## config.mk

```make
export PLATFORM = sky130hd
export DESIGN_NAME = vga_rect_fill
export DESIGN_NICKNAME = d
export VERILOG_FILES = /design/src/rtl/vga_pkg.sv /design/src/rtl/vga_clip.sv /design/src/rtl/vga_rect_fill.sv
export SDC_FILE = /design/constraint.sdc
export NUM_CORES = 1
export LEC_CHECK = 0
export CORE_AREA = 2 2 111 113
export DETAILED_ROUTE_END_ITERATION = 6
export DIE_AREA = 0 0 113 115
export PLACE_DENSITY = 0.8
export SLEW_MARGIN = 40
export SYNTH_ARGS = -nofsm -noshare
export SYNTH_HDL_FRONTEND = slang
export SYNTH_SLANG_ARGS = --single-unit
```

## constraint.sdc

```tcl
create_clock -name rclk -period 2.8 [get_ports rclk]
set_clock_uncertainty 0.1 [all_clocks]
set_input_delay 0.84 -clock rclk [delete_from_list [all_inputs] [get_ports rclk]]
set_output_delay 0.84 -clock rclk [all_outputs]
set_load 0.005 [all_outputs]
```

## src/rtl/vga_pkg.sv

```systemverilog
// Shared framebuffer geometry, colour type and fill-engine state encoding.
package vga_pkg;

    localparam int HSIZE = 320;
    localparam int VSIZE = 240;
    localparam int H_W   = 9;
    localparam int V_W   = 8;

    typedef logic [11:0] rgb12_t;

    typedef enum logic [1:0] {
        IDLE = 2'd0,
        CLIP = 2'd1,
        DRAW = 2'd2,
        DONE = 2'd3
    } fill_state_t;

endpackage

```

## src/rtl/vga_clip.sv

```systemverilog
// Combinational rectangle clipper: exclusive end corner limited to the screen,
// plus an empty flag for rectangles with no visible pixel.
module vga_clip
    import vga_pkg::*;
(
    input  logic [H_W-1:0] x0,
    input  logic [V_W-1:0] y0,
    input  logic [H_W-1:0] w,
    input  logic [V_W-1:0] h,
    output logic [H_W:0]   xe,
    output logic [V_W:0]   ye,
    output logic           empty
);

    localparam logic [H_W:0] XMAX = (H_W+1)'(HSIZE);
    localparam logic [V_W:0] YMAX = (V_W+1)'(VSIZE);

    logic [H_W:0] w_xsum;
    logic [V_W:0] w_ysum;

    // One extra bit keeps the sums exact before the clamp.
    assign w_xsum = {1'b0, x0} + {1'b0, w};
    assign w_ysum = {1'b0, y0} + {1'b0, h};

    assign xe = (w_xsum > XMAX) ? XMAX : w_xsum;
    assign ye = (w_ysum > YMAX) ? YMAX : w_ysum;

    assign empty = (w == '0) || (h == '0) ||
                   ({1'b0, x0} >= XMAX) || ({1'b0, y0} >= YMAX);

endmodule

```

## src/rtl/vga_rect_fill.sv

```systemverilog
// Rectangle-fill engine: one command in, one clipped raster-order pixel write per cycle out.
// Optional write stall input wr_hold when VGA_FILL_STALL_EN is defined.
module vga_rect_fill
    import vga_pkg::*;
(
    input  logic           rclk,
    input  logic           rst,
`ifdef VGA_FILL_STALL_EN
    input  logic           wr_hold,
`endif
    input  logic           cmd_valid,
    output logic           cmd_ready,
    input  logic [H_W-1:0] cmd_x0,
    input  logic [V_W-1:0] cmd_y0,
    input  logic [H_W-1:0] cmd_w,
    input  logic [V_W-1:0] cmd_h,
    input  logic [11:0]    cmd_color,
    output logic           busy,
    output logic           done,
    output logic           we,
    output logic [H_W-1:0] haddr,
    output logic [V_W-1:0] vaddr,
    output logic [11:0]    wdata
);

    fill_state_t    r_state;
    fill_state_t    w_next;

    logic [H_W-1:0] r_x0;
    logic [V_W-1:0] r_y0;
    logic [H_W-1:0] r_w;
    logic [V_W-1:0] r_h;
    rgb12_t         r_color;
    logic [H_W:0]   r_xe;
    logic [V_W:0]   r_ye;
    logic [H_W-1:0] r_x;
    logic [V_W-1:0] r_y;

    logic           r_we;
    logic           r_done;
    logic [H_W-1:0] r_haddr;
    logic [V_W-1:0] r_vaddr;
    rgb12_t         r_wdata;

    logic [H_W:0]   w_xe;
    logic [V_W:0]   w_ye;
    logic           w_empty;
    logic           w_hold;
    logic           w_accept;
    logic           w_draw;
    logic           w_row_end;
    logic           w_last;

`ifdef VGA_FILL_STALL_EN
    assign w_hold = wr_hold;
`else
    assign w_hold = 1'b0;
`endif

    vga_clip u_clip (
        .x0    (r_x0),
        .y0    (r_y0),
        .w     (r_w),
        .h     (r_h),
        .xe    (w_xe),
        .ye    (w_ye),
        .empty (w_empty)
    );

    // The done cycle still counts as busy so a new command waits one more cycle.
    assign busy      = (r_state != IDLE) || r_done;
    assign cmd_ready = ~busy;

    assign w_row_end = ({1'b0, r_x} == (r_xe - (H_W+1)'(1)));
    assign w_last    = w_row_end && ({1'b0, r_y} == (r_ye - (V_W+1)'(1)));

    always_comb begin
        w_next   = r_state;
        w_accept = 1'b0;
        w_draw   = 1'b0;
        case (r_state)
            IDLE: begin
                w_accept = cmd_valid && cmd_ready;
                if (w_accept) w_next = CLIP;
            end
            CLIP: w_next = w_empty ? DONE : DRAW;
            DRAW: begin
                if (!w_hold) begin
                    w_draw = 1'b1;
                    if (w_last) w_next = DONE;
                end
            end
            DONE: w_next = IDLE;
            default: w_next = IDLE;
        endcase
    end

    always_ff @(posedge rclk) begin
        if (rst) begin
            r_state <= IDLE;
            r_we    <= 1'b0;
            r_done  <= 1'b0;
            r_haddr <= '0;
            r_vaddr <= '0;
            r_wdata <= '0;
        end else begin
            r_state <= w_next;
            r_we    <= w_draw;
            r_done  <= (r_state == DONE);
            if (w_draw) begin
                r_haddr <= r_x;
                r_vaddr <= r_y;
                r_wdata <= r_color;
            end
        end
    end

    // Command fields, clip results and raster counters carry no reset; they are
    // always loaded before use.
    always_ff @(posedge rclk) begin
        if (w_accept) begin
            r_x0    <= cmd_x0;
            r_y0    <= cmd_y0;
            r_w     <= cmd_w;
            r_h     <= cmd_h;
            r_color <= cmd_color;
        end
        if (r_state == CLIP) begin
            r_xe <= w_xe;
            r_ye <= w_ye;
            r_x  <= r_x0;
            r_y  <= r_y0;
        end else if (w_draw) begin
            if (w_row_end) begin
                r_x <= r_x0;
                r_y <= r_y + 1'b1;
            end else begin
                r_x <= r_x + 1'b1;
            end
        end
    end

    assign we    = r_we;
    assign done  = r_done;
    assign haddr = r_haddr;
    assign vaddr = r_vaddr;
    assign wdata = r_wdata;

endmodule

```

==> key figures, run 1 <==
STA
  – Worst-case headroom to the max-slew limit: 58.1%
  – Slew at the pin closest to its max-slew limit: 0.621 ns
  – Final Hold Fails: 0
  – Setup_tns: 0 ns
  – Fmax: 376 MHz
  – Crit path time final: 2.66 ns
  – Max-slew violations: 0
  – RSZ-0062 raised after global routing: false
  – Period utilisation layout: 95.0%
  – Finish-stage setup viols: 0

Critical path
  – Critical path class: flop to primary output
  – Crit Path Max Fanout: 5
  – FF-to-FF setup slack: 0.15 ns
  – Endpoint class of the critical path: primary output
  – Startpoint types: flop
  – Critical path arrival: 1.72 ns
  – Worst Path Required: 1.86 ns

CTS
  – Reg clk slew, reported paths: 0.05 ns
  – CTS tree: done
  – H-tree level count: 4
  – Clock Sinks: 115
  – Post CTS Setup Buffer Count: 0
  – Worst-Skew Late Latency: 0.41 ns
  – CTS max path bufs: 2
  – Clock root buffer: clkbuf_16
  – CTS buffer count: 17

Layout
  – Layout fillers: 915
  – Fin util: 62.4%
  – Antenna Cells: 0
  – Flip-flop and latch area: 3120 um^2
  – Area grow syn2layout: 29.6%
  – Multi-input gate area: 2460 um^2
  – Layout cells sized above 1: 10.2%
  – Nets: 660

Routing
  – Vias/cell: 5.37
  – Total wire length: 11500 um
  – Post-DRT Antenna Nets: 0
  – Routed len/inst: 15.5 um
  – DRT Pass-1 Iters: 7
  – Drt drc: 8
  – Vias: 3992
  – DRT iter0 DRCs: 195

Synth
  – Main combinational cell family by area after synthesis: simple AND/OR/NAND/NOR gates
  – Post-synthesis mux area share: 6.01%
  – Adder-cell area share of the yosys netlist: 6.43%
  – Mapped Area: 5680 um^2
  – Share of flip-flops with an asynchronous set or reset: 0%
  – Mean Syn Cell Area: 11.7 um^2
  – Post-synth EDFFs: 82
  – Yosys reg bits: 115
  – Unique masters post-synth: 59
  – Synth Area in Compound Gates: 9.36%
  – Synth Area in XOR/XNOR: 6.63%
  – Synth top area share: 43.3%
  – Top FF cell, synth: edfxtp_1
  – Cells after Synth: 486
  – Warnings, synthesis: 0
  – Sequential-to-total area share from yosys stat: 54.9%
  – Post-Synth Simple-Gate Area: 14.2%
  – Top cells by area, synth: edfxtp_1 (43%), dfxtp_1 (12%), mux2i_1 (5.8%), ha_1 (5.7%), nor2_1 (3.7%)
  – Area leader, netlist: edfxtp_1

Die
  – Die Ht: 115 um
  – Die ar.: 13000 um^2
  – Starting Density: 48.1%
  – Die W: 113 um
  – Top-Level Pins: 82
  – Core area: 11800 um^2
  – Row cnt: 40

Global route
  – Largest net degree at the start of global routing: 47
  – GR Overflow Total: 0
  – Wire length of the first global-routing pass: 18900 um
  – Initial antenna violation count: 0
  – Vias in the first global route: 4056
  – Total Routing Usage GR: 18.6%

Status
  – Status: finished, violations left
  – Violated checks: design-rule violations

Place
  – I/O Buffers: 81
  – Gpl congestion: 0.834
  – Post-detail-place hpwl: 8360 um

Power and ir drop
  – Leakage: 2.66 nW
  – Pwr per Cell Area: 1100 nW/um^2
  – VDD IR max: 0.528 mV

Min path
  – Worst Hold Class: flop to flop

Run
  – MaxCap Viol Count: 0
[metrics by stage]
stage	std cells	worst slack (ns)	instance area [um^2]	hold WS [ns]	total power, W
after global routing	743	0.0170	7370	0.431	0.00856
after detailed placement	711	0.129	6710	0.383	0.00577
final	743	0.140	7370	0.390	0.00808
after global placement	711	0.224	6710	0.364	0.00559
after floorplan	487	0.215	5690	0.357	0.00489
after CTS	743	0.0722	7330	0.394	0.00808
[report_power, final]
group	internal, W	switching [W]
combinational	0.00130	0.00151
sequential	0.00252	0.000476
clock	0.00156	0.000714
total	0.00538	0.00270
[layout by cell type, fill, tap and decap left out, types with 4 or more instances in the layout]
cell             Yosys  layout
bufinv_16            0       5
xnor2_1             22      22
clkbuf_16            0      17
buf_4                0       9
mux2i_1             33      33
nor3_1               9       9
dfxtp_1             33      32
and3b_1              4       4
o21ai_0             18      18
nand3_1             12      12
nor2b_1              6       6
xor2_1              21      21
nor4_1               8       7
o211ai_1             5       5
nand2_1             27      27
edfxtp_1            82      82
nand2b_1             6       6
a21oi_1             22      20
clkdlybuf4s50_1      0      81
inv_1               20      20
a211oi_1             4       4
nor2_1              56      56
clkinv_2             0       4
and3_1               5       5
a21o_1               4       4
ha_1                26      24
o21a_1               4       4
[routing by layer]
layer  up-vias  track usage [%]  part of all wire [%]
li1       1961                -                     -
met1      1892             22.6                    45
met2       118             30.8                    47
met3        21             5.80                   5.5
met4         0             8.05                   2.3
met5         -                0                     0
[final timing paths]
check / cells past startpoint / startpoint / to
min: 2 / r_color[9]$_DFFE_PP_ / wdata[9]$_SDFFE_PP0P_
max reg2reg: 8 / r_h[0]$_DFFE_PP_ / r_ye[7]$_SDFFCE_PN1P_
max: 5 / r_state[0]$_SDFFE_PP0P_ / cmd_ready
min reg2reg: 2 / r_color[9]$_DFFE_PP_ / wdata[9]$_SDFFE_PP0P_
[area by class of cell]
| class | count | area share [%] |
|---|---|---|
| multi-input cells | 338 | 33.5 |
| clock buffers | 19 | 5.88 |
| repair buffers | 91 | 12.2 |
| well taps | 147 | 2.50 |
| clock inverters | 13 | 2.56 |
| flip-flops and latches | 115 | 42.4 |
| inverters | 20 | 1.02 |
[Yosys cell counts, types with 6 or more instances]
| master | count |
|---|---|
| a21oi_1 | 22 |
| clkbuf_1 | 9 |
| dfxtp_1 | 33 |
| edfxtp_1 | 82 |
| ha_1 | 26 |
| inv_1 | 20 |
| mux2i_1 | 33 |
| nand2_1 | 27 |
| nand2b_1 | 6 |
| nand3_1 | 12 |
| nor2_1 | 56 |
| nor2b_1 | 6 |
| nor3_1 | 9 |
| nor4_1 | 8 |
| o21ai_0 | 18 |
| xnor2_1 | 22 |
| xor2_1 | 21 |
[what timing repair did]
item	4_1_cts	5_1_grt
gates resized for setup	0	7
endpoints found under the setup margin	0	25
hold buffers	0	0
[critical path: stages (launching register included)]
cell and delay (ns):
dfxtp_2 0.34, inv_1 0.13, ha_1 0.19, nand2_1 0.07, inv_1 0.07, clkdlybuf4s50_1 0.50
[flip-flops by register name, summed over array words and instances (netlist names), 9 cells and up]
register  cells
r_x           9
r_xe         10
haddr         9
wdata        12
r_ye          9
r_x0          9
r_color      12
r_w           9
[cell families after synthesis]
family	Yosys count
AO/OA/AOI/OAI	77
multiplexers	34
other	1
adder cells (fa/ha/maj)	28
AND/OR/NAND/NOR	154
flip-flops	115
buffers and inverters	34
XOR/XNOR	43
No activity file was read; power rests on OpenSTA's default activity.
==> inputs of run 2 (changes only) <==
--- a/config.mk
+++ b/config.mk
@@ -5,11 +5,10 @@
 export SDC_FILE = /design/constraint.sdc
 export NUM_CORES = 1
 export LEC_CHECK = 0
-export CORE_AREA = 2 2 111 113
+export CORE_AREA = 2 2 123 125
 export DETAILED_ROUTE_END_ITERATION = 6
-export DIE_AREA = 0 0 113 115
-export PLACE_DENSITY = 0.8
-export SLEW_MARGIN = 40
+export DIE_AREA = 0 0 125 127
+export PLACE_DENSITY_LB_ADDON = 0.05
 export SYNTH_ARGS = -nofsm -noshare
 export SYNTH_HDL_FRONTEND = slang
 export SYNTH_SLANG_ARGS = --single-unit
==> key figures, run 2 (synthesis results as in run 1) <==
STA
  – Final Hold Fails: 0
  – Setup_tns: 0 ns
  – Period utilisation layout: 94.9%
  – Slew at the pin closest to its max-slew limit: 0.530 ns
  – Final hold slack: 0.379 ns
  – Fin worst setup slack: 0.143 ns
  – Worst-case headroom to the max-slew limit: 64.2%
  – RSZ-0062 raised after global routing: false
  – Max-slew violations: 0
  – Crit path time final: 2.66 ns
  – Fmax: 376 MHz
  – Finish-stage setup viols: 0

Global route
  – Initial antenna violation count: 0
  – Vias in the first global route: 3894
  – GR Overflow Total: 0
  – Largest net degree at the start of global routing: 47
  – Wire length of the first global-routing pass: 19500 um
  – Total Routing Usage GR: 15.7%

CTS
  – CTS max path bufs: 2
  – CTS Hold Bufs: 0
  – Clock Sinks: 115
  – Clock root buffer: clkbuf_16
  – CTS buffer count: 17
  – Reg clk slew, reported paths: 0.05 ns
  – Worst-Skew Late Latency: 0.41 ns
  – CTS tree: done
  – H-tree level count: 4

Die
  – Die W: 125 um
  – Core area: 14400 um^2
  – Die ar.: 15900 um^2
  – Die Ht: 127 um
  – Top-Level Pins: 82
  – Starting Density: 39.4%
  – Row cnt: 44

Critical path
  – Startpoint types: flop
  – Critical path arrival: 1.72 ns
  – Crit-path most repeated cell: inv_1
  – Endpoint class of the critical path: primary output
  – Crit path cell chain: inv_1, ha_1, nand2_1, inv_1, clkdlybuf4s50_1
  – Critical Path Max Stage Delay: 0.50 ns
  – CP max-delay cell: clkdlybuf4s50_1
  – Crit Path Max Fanout: 5
  – Worst Path Required: 1.86 ns
  – Critical path class: flop to primary output
  – R2R cell count: 8

Routing
  – Vias: 3860
  – DRT iter0 DRCs: 193
  – Drt drc: 0
  – Total wire length: 11700 um
  – Vias/cell: 4.94
  – DRT Pass-1 Iters: 4
  – Routed len/inst: 15.0 um
  – Post-DRT Antenna Nets: 0

Power and ir drop
  – Power share of the sequential group: 35.8%
  – Internal Pwr Total: 0.00561 W
  – Net Sw Frac: 32.7%
  – Power share of the clock group: 30.7%
  – Pwr per Cell Area: 1110 nW/um^2
  – VDD IR max: 0.469 mV
  – Leakage: 2.70 nW
  – Combinational group share of total power: 33.5%
  – NetSw: 0.00272 W

Min path
  – Worst Hold Class: flop to flop
  – Hold depth: 2

Place
  – Post-detail-place hpwl: 8460 um
  – Gpl congestion: 0.846
  – Pre-CTS setup slack: 0.152 ns
  – I/O Buffers: 81
  – Post-placement cell count: 750

Layout
  – Non-Filler Instances: 782
  – Antenna Cells: 0
  – Most frequent cells in the layout: edfxtp_1 (82), clkdlybuf4s50_1 (81), nor2_1 (56)
  – Nets: 662
  – Most common cell after layout, fill and taps aside: edfxtp_1
  – Area grow syn2layout: 31.9%
  – Layout cells sized above 1: 11.2%
  – Layout fillers: 1260

Run
  – MaxCap Viol Count: 0

Status
  – Status: complete, no violations
==> run 2: cell count changes in the layout (fill, tap and decap cells not counted), sizes merged <==
cell	delta
clkinvlp	+1
bufinv	+2
clkinv	-2
clkbuf	-1
buf	+2
==> run 2: what timing repair did <==
| action | 4_1_cts | 5_1_grt |
|---|---|---|
| endpoints found under the setup margin | 0 | 15 |
| hold endpoints to repair | 0 | 0 |
| buffers inserted | 0 | 0 |
| resized for setup | 0 | 5 |
==> run 2: per-layer routing <==
| layer | up-vias | share of wire (%) | routed length (um) | GRT usage, % |
|---|---|---|---|---|
| li1 | 1964 | - | - | - |
| met1 | 1789 | 49 | 5730 | 21.5 |
| met2 | 96 | 44 | 5120 | 23.0 |
| met3 | 11 | 6.2 | 727 | 5.61 |
| met4 | 0 | 1.4 | 164 | 5.88 |
| met5 | - | 0 | 0 | 0 |
==> run 2: through the flow <==
step | power [W] | instance area [um^2] | utilization (%)
CTS | 0.00839 | 7480 | 51.9
finish | 0.00834 | 7500 | 52.0
detailed placement | 0.00581 | 6790 | 47.1
global route | 0.00890 | 7500 | 52.0
floorplan | 0.00489 | 5690 | -
global placement | 0.00574 | 6790 | 47.1
==> run 2: path summary, 6_finish.rpt <==
check,from,to,slack (ns)
setup reg to reg,r_y0[0]$_DFFE_PP_,r_ye[7]$_SDFFCE_PN1P_,0.17
hold reg to reg,r_color[7]$_DFFE_PP_,wdata[7]$_SDFFE_PP0P_,0.38
setup / recovery,r_state[0]$_SDFFE_PP0P_,cmd_ready,0.14
hold / removal,r_color[7]$_DFFE_PP_,wdata[7]$_SDFFE_PP0P_,0.38
==> run 2: area by class of cell <==
cell class	instances	area [um^2]	share of cell area, %
Clock inverter	14	258	3.44
Tap cell	184	230	3.07
Sequential cell	115	3120	41.7
Clock buffer	18	439	5.86
Timing Repair Buffer	93	926	12.3
Multi-Input combinational cell	338	2450	32.6
Inverter	20	75.1	1.00
==> run 2: power groups by stage <==
| stage | registers [W] | logic [W] | clock network, W |
|---|---|---|---|
| 4_1_cts | 0.00299 | 0.00280 | 0.00260 |
| 2_1_floorplan | 0.00284 | 0.00205 | 0 |
| 3_5_place_dp | 0.00303 | 0.00278 | 0 |
| 6_report | 0.00299 | 0.00279 | 0.00256 |
| 5_1_grt | 0.00306 | 0.00314 | 0.00270 |
| 3_3_place_gp | 0.00301 | 0.00273 | 0 |
==> run 2: critical path, delay by kind of cell (launching register included) <==
kind,cells,cell delay [ns]
fa+ha+maj,1,0.19
buf+inv,3,0.70
flops,1,0.35
simple gates,1,0.07
==> inputs of run 3 (changes only) <==
--- a/config.mk
+++ b/config.mk
@@ -5,9 +5,9 @@
 export SDC_FILE = /design/constraint.sdc
 export NUM_CORES = 1
 export LEC_CHECK = 0
-export CORE_AREA = 2 2 123 125
+export CORE_AREA = 2 2 141 143
 export DETAILED_ROUTE_END_ITERATION = 6
-export DIE_AREA = 0 0 125 127
+export DIE_AREA = 0 0 143 145
 export PLACE_DENSITY_LB_ADDON = 0.05
 export SYNTH_ARGS = -nofsm -noshare
 export SYNTH_HDL_FRONTEND = slang
==> constraint.sdc (replaced) <==
create_clock -name rclk -period 2.59 [get_ports rclk]
set_clock_uncertainty 0.1 [all_clocks]
set_input_delay 0.777 -clock rclk [delete_from_list [all_inputs] [get_ports rclk]]
set_output_delay 0.777 -clock rclk [all_outputs]
set_load 0.005 [all_outputs]
==> key figures, run 3 (synthesis results as in run 1) <==
Global route
  – Largest net degree at the start of global routing: 47
  – Initial antenna violation count: 0
  – Total Routing Usage GR: 13.6%
  – Wire length of the first global-routing pass: 21900 um
  – GR Overflow Total: 0
  – Vias in the first global route: 4158

Die
  – Core area: 19200 um^2
  – Starting Density: 29.6%
  – Die Ht: 145 um
  – Row cnt: 51
  – Die W: 143 um
  – Top-Level Pins: 82
  – Die ar.: 20700 um^2

Layout
  – Antenna Cells: 0
  – Non-Filler Instances: 884
  – Most frequent cells in the layout: edfxtp_1 (82), clkdlybuf4s50_1 (80), nor2_1 (55)
  – Nets: 683
  – Layout cells sized above 1: 16.6%
  – Area grow syn2layout: 36.6%
  – Most common cell after layout, fill and taps aside: edfxtp_1
  – Fin util: 40.4%

Critical path
  – CP bufs+invs: 0
  – Critical Path Max Stage Delay: 0.42 ns
  – CP max-delay cell: edfxtp_1
  – FF-to-FF setup slack: 0.09 ns
  – Crit Path Max Fanout: 4
  – Critical path arrival: 2.55 ns
  – Endpoint class of the critical path: flop
  – WP depth: 8
  – Family with the most delay on the worst path: compound AO/OA/AOI/OAI gates
  – Worst Path Required: 2.64 ns
  – Crit path cell chain: ha_1, a21o_1, a21oi_2, o21bai_2, a2111oi_4, o21a_1, o2111a_1, and3b_1
  – Startpoint types: flop
  – R2R cell count: 8
  – Critical path class: flop to flop

Place
  – Gpl congestion: 0.749
  – I/O Buffers: 81
  – Post-detail-place hpwl: 9860 um
  – Post-placement cell count: 845

CTS
  – Worst-Skew Late Latency: 0.41 ns
  – CTS buffer count: 17
  – Reg clk slew, reported paths: 0.05 ns
  – H-tree level count: 4
  – Clock Sinks: 115
  – CTS max path bufs: 2
  – CTS Hold Bufs: 0
  – CTS tree: done
  – Clock root buffer: clkbuf_16

Routing
  – Drt drc: 0
  – Vias/cell: 4.51
  – DRT Pass-1 Iters: 4
  – Routed len/inst: 15.1 um
  – Post-DRT Antenna Nets: 0
  – Total wire length: 13300 um
  – DRT iter0 DRCs: 174
  – Vias: 3985

STA
  – Worst-case headroom to the max-slew limit: 60.5%
  – Final hold slack: 0.383 ns
  – Max-slew violations: 0
  – Fmax: 400 MHz
  – Slew at the pin closest to its max-slew limit: 0.592 ns
  – Setup_tns: 0 ns
  – Finish-stage setup viols: 0
  – Final Hold Fails: 0
  – Crit path time final: 2.50 ns
  – RSZ-0062 raised after global routing: true
  – Period utilisation layout: 96.4%

Run
  – MaxCap Viol Count: 0

Power and ir drop
  – VDD IR max: 0.527 mV
  – Pwr Total: 0.00901 W
  – Pwr per Cell Area: 1160 nW/um^2
  – NetSw: 0.00309 W
  – Power share of the sequential group: 35.2%
  – Net Sw Frac: 34.3%
  – Power share of the clock group: 26.1%
  – Leakage: 2.79 nW
  – Combinational group share of total power: 38.7%
  – Internal Pwr Total: 0.00592 W

Min path
  – Hold depth: 2
  – Worst Hold Class: flop to flop

Status
  – Status: complete, no violations
-- run 3: cell count changes in the layout (fill, tap and decap cells not counted), sizes merged --
cell / change
bufinv: -6
buf: +21
clkdlybuf4s50: -1
clkbuf: +7
dlymetal6s2s: +1
clkinvlp: -1
-- run 3: worst paths after layout --
path                                       startpoint                     end
worst max-delay path                r_y0[1]$_DFFE_PP_   r_ye[0]$_SDFFCE_PN0P_
worst min-delay path            r_color[10]$_DFFE_PP_  wdata[10]$_SDFFE_PP0P_
worst max register to register      r_y0[1]$_DFFE_PP_   r_ye[0]$_SDFFCE_PN0P_
worst min register to register  r_color[10]$_DFFE_PP_  wdata[10]$_SDFFE_PP0P_
-- run 3: layer usage --
layer	part of all wire [%]	track usage, %	vias up
met3	6.1	4.79	22
li1	-	-	2007
met1	49	18.6	1845
met4	1.9	5.25	0
met5	0	0	-
met2	43	19.7	111
-- run 3: what timing repair did --
| item | 4_1_cts | 5_1_grt |
|---|---|---|
| pin swaps | 1 | 13 |
| resized for setup | 4 | 27 |
| buffers inserted | 0 | 7 |
| endpoints found under the setup margin | 9 | 34 |
-- run 3: power by group through the flow --
stage | clock network, W | registers [W] | logic (W)
2_1_floorplan | 0 | 0.00307 | 0.00222
3_3_place_gp | 0 | 0.00320 | 0.00328
3_5_place_dp | 0 | 0.00321 | 0.00332
4_1_cts | 0.00242 | 0.00318 | 0.00335
5_1_grt | 0.00250 | 0.00324 | 0.00390
6_report | 0.00235 | 0.00317 | 0.00349
-- run 3: worst reg2reg max path, cell delays in order, from the launching register on --
cell and delay [ns]:
edfxtp_1 0.42, ha_1 0.31, a21o_1 0.19, a21oi_2 0.15, o21bai_2 0.10, a2111oi_4 0.41
o21a_1 0.17, o2111a_1 0.22, and3b_1 0.18
-- run 3: area by class of cell --
cell class	count	area, um^2
Tap cell	265	332
Multi-Input combinational cell	338	2530
Sequential cell	115	3130
Inverter	20	75.1
Clock inverter	7	66.3
Clock buffer	25	539
Timing Repair Buffer	114	1100
Fill cell	1806	11400
-- run 3: stage by stage --
| step | setup WS, ns | instance area, um^2 |
|---|---|---|
| after floorplan | 0.00504 | 5690 |
| after global placement | 0.00497 | 7010 |
| after detailed placement | -0.0474 | 7010 |
| after CTS | 0.00565 | 7620 |
| after global routing | -0.0318 | 7760 |
| final | 0.0922 | 7760 |
